File: src/rtl/pc_unit_pkg.sv
// pc_unit_pkg: shared core constants for the fetch-stage PC unit
package pc_unit_pkg;
  localparam int XLEN = 32;
  localparam logic [1:0] NPC_SEQ  = 2'b00;
  localparam logic [1:0] NPC_BR   = 2'b01;
  localparam logic [1:0] NPC_JALR = 2'b10;
  localparam logic [1:0] NPC_TRAP = 2'b11;
endpackage

File: src/rtl/pc_unit_if.sv
// pc_unit_if: control-unit to PC-unit bus; master is the control side
import pc_unit_pkg::*;
interface pc_unit_if;
  logic            PCwr;
  logic [1:0]      NPCop;
  logic [XLEN-1:0] Imm32;
  logic [XLEN-1:0] Rs1;
  logic [XLEN-1:0] PCout;
  logic [XLEN-1:0] NPCout;
  logic [XLEN-1:0] PCplus4;
  modport master (output PCwr, NPCop, Imm32, Rs1, input PCout, NPCout, PCplus4);
  modport slave  (input PCwr, NPCop, Imm32, Rs1, output PCout, NPCout, PCplus4);
endinterface

File: src/rtl/pc_unit_npc_logic.sv
// npc_logic: combinational next-PC mux and adders
import pc_unit_pkg::*;
module npc_logic #(
  parameter logic [XLEN-1:0] RESET_PC = 32'h0000_0000,
  parameter logic [XLEN-1:0] TRAP_VEC = 32'h0000_0100
) (
  input  logic            Reset,
  input  logic [XLEN-1:0] i_pc,
  input  logic [1:0]      i_npcop,
  input  logic [XLEN-1:0] i_imm,
  input  logic [XLEN-1:0] i_rs1,
  output logic [XLEN-1:0] o_npc,
  output logic [XLEN-1:0] o_pcplus4
);
  logic [XLEN-1:0] w_br, w_jalr;
  always_comb begin
    o_pcplus4 = i_pc + 32'd4;
    w_br      = i_pc + i_imm;
    w_jalr    = (i_rs1 + i_imm) & ~32'h1;
    o_npc     = Reset                ? RESET_PC  :
                i_npcop == NPC_SEQ  ? o_pcplus4 :
                i_npcop == NPC_BR   ? w_br      :
                i_npcop == NPC_JALR ? w_jalr    : TRAP_VEC;
  end
endmodule

File: src/rtl/pc_unit.sv
// pc_unit: architectural PC register with next-PC selection for fetch
import pc_unit_pkg::*;
module pc_unit #(
  parameter logic [XLEN-1:0] RESET_PC = 32'h0000_0000,
  parameter logic [XLEN-1:0] TRAP_VEC = 32'h0000_0100
) (
  input logic     clk,
  input logic     rst,
  pc_unit_if.slave bus
);
  logic [XLEN-1:0] r_pc, w_npc, w_pcplus4;
  // reset value is owned here and handed down so NPCout matches PCout's reset target
  npc_logic #(.RESET_PC(RESET_PC), .TRAP_VEC(TRAP_VEC)) u_npc (
    .Reset     (rst),
    .i_pc      (r_pc),
    .i_npcop   (bus.NPCop),
    .i_imm     (bus.Imm32),
    .i_rs1     (bus.Rs1),
    .o_npc     (w_npc),
    .o_pcplus4 (w_pcplus4)
  );
  always_ff @(posedge clk)
    if (rst) r_pc <= RESET_PC;
    else if (bus.PCwr) r_pc <= w_npc;
  assign bus.PCout   = r_pc;
  assign bus.NPCout  = w_npc;
  assign bus.PCplus4 = w_pcplus4;
endmodule

File: src/flat_wrapper.sv
// flat-port wrapper written by rule: the top's interface ports become plain ports
module pc_unit_flat 
#(
  parameter logic [XLEN-1:0] RESET_PC = 32'h0000_0000,
  parameter logic [XLEN-1:0] TRAP_VEC = 32'h0000_0100
)
  (clk, rst, bus_PCwr, bus_NPCop, bus_Imm32, bus_Rs1, bus_PCout, bus_NPCout, bus_PCplus4);
  pc_unit_if bus_i ();
  input logic clk;
  input logic rst;
  input wire logic [$bits(bus_i.PCwr)-1:0] bus_PCwr;
  input wire logic [$bits(bus_i.NPCop)-1:0] bus_NPCop;
  input wire logic [$bits(bus_i.Imm32)-1:0] bus_Imm32;
  input wire logic [$bits(bus_i.Rs1)-1:0] bus_Rs1;
  output wire logic [$bits(bus_i.PCout)-1:0] bus_PCout;
  output wire logic [$bits(bus_i.NPCout)-1:0] bus_NPCout;
  output wire logic [$bits(bus_i.PCplus4)-1:0] bus_PCplus4;
  assign bus_i.PCwr = bus_PCwr;
  assign bus_i.NPCop = bus_NPCop;
  assign bus_i.Imm32 = bus_Imm32;
  assign bus_i.Rs1 = bus_Rs1;
  assign bus_PCout = bus_i.PCout;
  assign bus_NPCout = bus_i.NPCout;
  assign bus_PCplus4 = bus_i.PCplus4;
  pc_unit #(.RESET_PC(RESET_PC), .TRAP_VEC(TRAP_VEC)) u_core (.clk(clk), .rst(rst), .bus(bus_i));
endmodule
File: config.mk
export PLATFORM = sky130hd
export DESIGN_NAME = pc_unit_flat
export DESIGN_NICKNAME = d
export VERILOG_FILES = /design/src/rtl/pc_unit_pkg.sv /design/src/rtl/pc_unit_if.sv /design/src/rtl/pc_unit_npc_logic.sv /design/src/rtl/pc_unit.sv /design/src/flat_wrapper.sv
export SDC_FILE = /design/constraint.sdc
export NUM_CORES = 1
export LEC_CHECK = 0
export BUFFER_PORTS_ARGS = -buffer_cell sky130_fd_sc_hd__buf_2
export CORE_UTILIZATION = 50
export CTS_BUF_LIST = sky130_fd_sc_hd__clkbuf_4 sky130_fd_sc_hd__clkbuf_8
export DETAILED_ROUTE_END_ITERATION = 7
export HOLD_SLACK_MARGIN = 0.12
export PLACE_DENSITY = 0.9
export SETUP_SLACK_MARGIN = 0.02
export SLEW_MARGIN = 20
export SYNTH_ARGS = -nofsm -noshare
export SYNTH_HDL_FRONTEND = slang
export SYNTH_SLANG_ARGS = --single-unit
File: constraint.sdc
create_clock -name clk -period 2.39 [get_ports clk]
set_input_delay 0.1195 -clock clk [delete_from_list [all_inputs] [get_ports clk]]
set_output_delay 0.1195 -clock clk [all_outputs]
set_load 0.03 [all_outputs]
==> results.cfg, run 1 <==
[yosys]
synth_area_um2 = 6281
ys_seq_area_share_pct = 10.20
avgSynthCellArea_um2 = 7.195
synth_flop_cell = dfxtp_1
synth_area_leaders = ha_1 12%, dfxtp_1 10%, nor2_1 6.8%, a21oi_1 6.5%, xnor2_1 5.7%
synth-edff-count = 0
yosys.area.top_type = ha_1
yosysTopAreaCellShare_pct = 12.35
synth_seq_cells = 32
async_reset_ff_share_pct = 0
syn_inst = 873
synth.distinct_cells = 93
syn_nets = 1006
ys_warn_count = 0

[placed_design]
routabilityCongestion = 1.067
port-buffer-count = 164
dpl_cell_area_um2 = 9907
place_hpwl_um = 24240
dp_slack_ps = -521.6

[floorplanning]
io_pins = 165
start_util_pct = 51.86
die_w_um = 114.1
rows = 40
die_h_um = 114.1

[global_routing]
grt_max_degree = 39
grt_pass1_vias = 13000
grt_pass1_wl_um = 78690
grt-ovfl-total = 151
grt_usage_pct = 78.90

[status]
firstError = [ERROR GRT-0116] Global routing finished with congestion. Check the congestion regions in the DRC Viewer.
stop_stage = 5_1_grt
status = stopped before the end

[clocking]
cts.sinks = 32
cts_max_level = 2
cts.path.max_buffers = 2
cts-root-buf = clkbuf_8
cts_hold_buf = 0
cts_buffers = 5
through the flow:
stage,util (%),std cells,hold slack (ps),setup TNS [ps]
CTS,93.40,1472,285.3,-17880
floorplan,-,873,303.9,-3622
global placement,81.80,1409,592.1,-9029
detailed placement,81.80,1409,599.3,-13440
layer usage:
metal / overflow / GRT usage, %
met5: 0 / 16.86
met2: 84 / 97.37
met4: 63 / 85.11
met1: 2 / 79.20
met3: 2 / 58.81
Yosys cell counts (all sizes together), types with 5 or more instances:
cell and instances:
o21a 14, o31ai 5, or2 5, nand2 70
a211o 6, xor2 20, or3 8, a2111oi 5
mux2i 13, o21ai 38, nor3 21, buf 9
nor2b 6, a311oi 6, nand2b 7, and4 5
ha 62, a221oi 7, a211oi 43, nor4 8
and2 9, o211ai 6, a31oi 11, xnor2 42
a21o 21, nand3 22, nor2 115, nand4 22
dfxtp 32, a21oi 82, inv 26, and3 9
clkbuf 41, o21bai 8, nand3b 5
repair_timing:
action	in CTS
gates resized for setup	212
pin swaps	96
setup buffers	60
endpoints found under the setup margin	71
logic make-up after synthesis:
logic type	synth area share, %
muxes	2.072
buffers and inverters	4.940
xor gates and xnor gates	8.765
adders and majority gates	12.99
and+or+nand+nor	26.08
AOI/OAI and AO/OA	34.96
DFF	10.20
==> inputs of run 2 (changes only) <==
--- a/config.mk
+++ b/config.mk
@@ -6,12 +6,9 @@
 export NUM_CORES = 1
 export LEC_CHECK = 0
 export BUFFER_PORTS_ARGS = -buffer_cell sky130_fd_sc_hd__buf_2
-export CORE_UTILIZATION = 50
-export CTS_BUF_LIST = sky130_fd_sc_hd__clkbuf_4 sky130_fd_sc_hd__clkbuf_8
+export CORE_UTILIZATION = 35
 export DETAILED_ROUTE_END_ITERATION = 7
-export HOLD_SLACK_MARGIN = 0.12
-export PLACE_DENSITY = 0.9
-export SETUP_SLACK_MARGIN = 0.02
+export PLACE_DENSITY_LB_ADDON = 0.15
 export SLEW_MARGIN = 20
 export SYNTH_ARGS = -nofsm -noshare
 export SYNTH_HDL_FRONTEND = slang
==> constraint.sdc (replaced) <==
create_clock -name clk -period 3.1 [get_ports clk]
set_input_delay 0.155 -clock clk [delete_from_list [all_inputs] [get_ports clk]]
set_output_delay 0.155 -clock clk [all_outputs]
set_load 0.03 [all_outputs]
==> results.cfg, run 2 <==
[setup_path]
cp_max_fo = 5
critPathLaunch = u_core.bus.PCout[1]
crit_type = reg2out
required_ps = 2940
end_kind = output port
arrival_ps = 2910
r2r_cells = 13
critPathCapture = bus_NPCout[31]
reg2reg_from = u_core.bus.PCout[7]
r2r_end = u_core.bus.PCout[24]
start_kind = flop
r2r_setup_slack_ps = 170

[floorplanning]
start_util_pct = 36.06
io_pins = 165
fp.dieArea_um2 = 18490
die_h_um = 136.0
rows = 48
core_area_um2 = 17420
die_w_um = 136.0

[clocking]
clock_latency_ps = 300
cts_buffers = 5
cts.path.max_buffers = 2
cts_hold_buf = 0
clkTransAtPathRegs_ps = 70
cts.sinks = 32
cts_max_level = 2
cts-root-buf = clkbuf_16
cts_tree = done

[final_layout]
syn_to_final_growth_pct = 38.76
layout_common_cells = 152 x buf_2, 112 x nor2_1, 112 x buf_4
drive_gt1_share_pct = 35.69
multiInputGateArea_um2 = 5847
seq_area_um2 = 653.1
nets = 1233
largest_reg_flops = 32
fill_cells = 1802
mostFrequentLayoutCell = buf_2
design_area_um2 = 8716
n_antenna_cell = 0

[yosys]
syn_nets = 1006
synth_area_leaders = ha_1 12%, dfxtp_1 10%, nor2_1 6.8%, a21oi_1 6.5%, xnor2_1 5.7%
avgSynthCellArea_um2 = 7.195
synth_seq_cells = 32
synth-edff-count = 0
yosysTopAreaCellShare_pct = 12.35
ys_warn_count = 0
synth.most_common_cell = nor2_1
synthTopCellsByCount = 114 x nor2_1, 81 x a21oi_1, 70 x nand2_1, 62 x ha_1
synth_area_um2 = 6281
async_reset_ff_share_pct = 0
syn_inst = 873
yosys.area.top_type = ha_1
synth.distinct_cells = 93
ys_seq_area_share_pct = 10.20
synth_flop_cell = dfxtp_1

[sta]
tightest_slew_ps = 738.5
drv_slew = 0
fin_crit_sh_pct = 99.02
hold_viol_final = 0
setup_viol = 0
timing.setup.tns_ps = 0
finClkSkew_ps = 9.119
worst_slack_ps = 30.33
finalCriticalPeriod_ps = 3070
rsz0062_at_grt = yes
clock.fmax_mhz = 325.8
slew_headroom_pct = 50.77

[routing]
drtIter0Drc = 543
vias_per_cell = 5.806
num_vias = 7699
wirelength_um = 26060
drt_pass1_iterations = 5
drc = 0
ant_nets = 0
wl_per_cell_um = 19.65

[status]
status = finished, final reports clean

[hold_path]
hp-start = rst
min_path_type = in2reg

[power_and_ir_drop]
vdd_drop_max_mv = 0.2068
p_leak_uw = 0.003896
total_power_uw = 2978
p_per_area_nw_per_um2 = 341.7

[placed_design]
routabilityCongestion = 0.9437
place_hpwl_um = 20650
dpl_cell_area_um2 = 7865
port-buffer-count = 164
dp_slack_ps = 67.04

[run]
maxCapViolCount = 0

[global_routing]
antenna_found_initial = 0
grt_usage_pct = 27.78
grt_max_degree = 37
grt_pass1_vias = 7329
grt-ovfl-total = 0
grt_pass1_wl_um = 39730
==> run 2: cell counts after synthesis <==
No cell type changed its count.
==> run 2: routing by layer <==
metal	vias up	track usage, %	part of all wire (%)
li1	3751	-	-
met4	0	10.68	2.8
met3	53	3.468	5.0
met2	251	45.18	47
met1	3644	37.11	46
met5	-	0	0
==> run 2: cell type report <==
cell class | count | area share, %
Inverter | 27 | 1.163
Clock inverter | 3 | 0.4881
Clock buffer | 5 | 1.436
Sequential cell | 32 | 7.494
Multi-Input combinational cell | 764 | 67.08
Tap cell | 225 | 3.230
Timing Repair Buffer | 270 | 19.11
==> run 2: per-stage QoR <==
step                hold WS [ps]  cells  utilization [%]
global route               355.8   1326            50.04
floorplan                  428.1    873                -
global placement           532.9   1300            45.16
finish                     332.5   1326            50.04
detailed placement         530.6   1300            45.16
CTS                        330.8   1320            47.69
==> run 2: what timing repair did <==
action / 4_1_cts / 5_1_grt
setup buffers: 14 / 6
pin swaps: 21 / 30
endpoints found under the setup margin: 16 / 20
gates resized for setup: 40 / 75
==> run 2: worst min-delay path by stage <==
stage                                end  slack [ps]  cells past startpoint
finish               u_core.bus.PCout[2]         330                      2
global route         u_core.bus.PCout[2]         360                      2
CTS                  u_core.bus.PCout[2]         330                      2
floorplan                  bus_NPCout[2]         430                      1
detailed placement  u_core.bus.PCout[13]         530                      2
global placement    u_core.bus.PCout[13]         530                      2
==> run 2: power breakdown <==
group	switching (uW)	internal, uW
clock	235	379
combinational	1120	751
sequential	47.2	447
total	1400	1580
==> run 2: cell families after synthesis <==
family / share of synthesized area, %
xor+xnor: 8.765
flops: 10.20
compound gates: 34.96
simple gates: 26.08
fa+ha+maj: 12.99
buf+inv: 4.940
mux: 2.072
==> run 2: critical path, stage by stage (launching register included) <==
cell,delay [ps]
dfxtp_2,330
buf_6,120
ha_4,240
a21o_1,180
nand3_4,120
a211o_1,300
a31o_4,260
o21a_4,210
o41ai_2,270
and4bb_2,290
nor2_1,90
buf_4,180
Power figures use the tool's default switching activity.
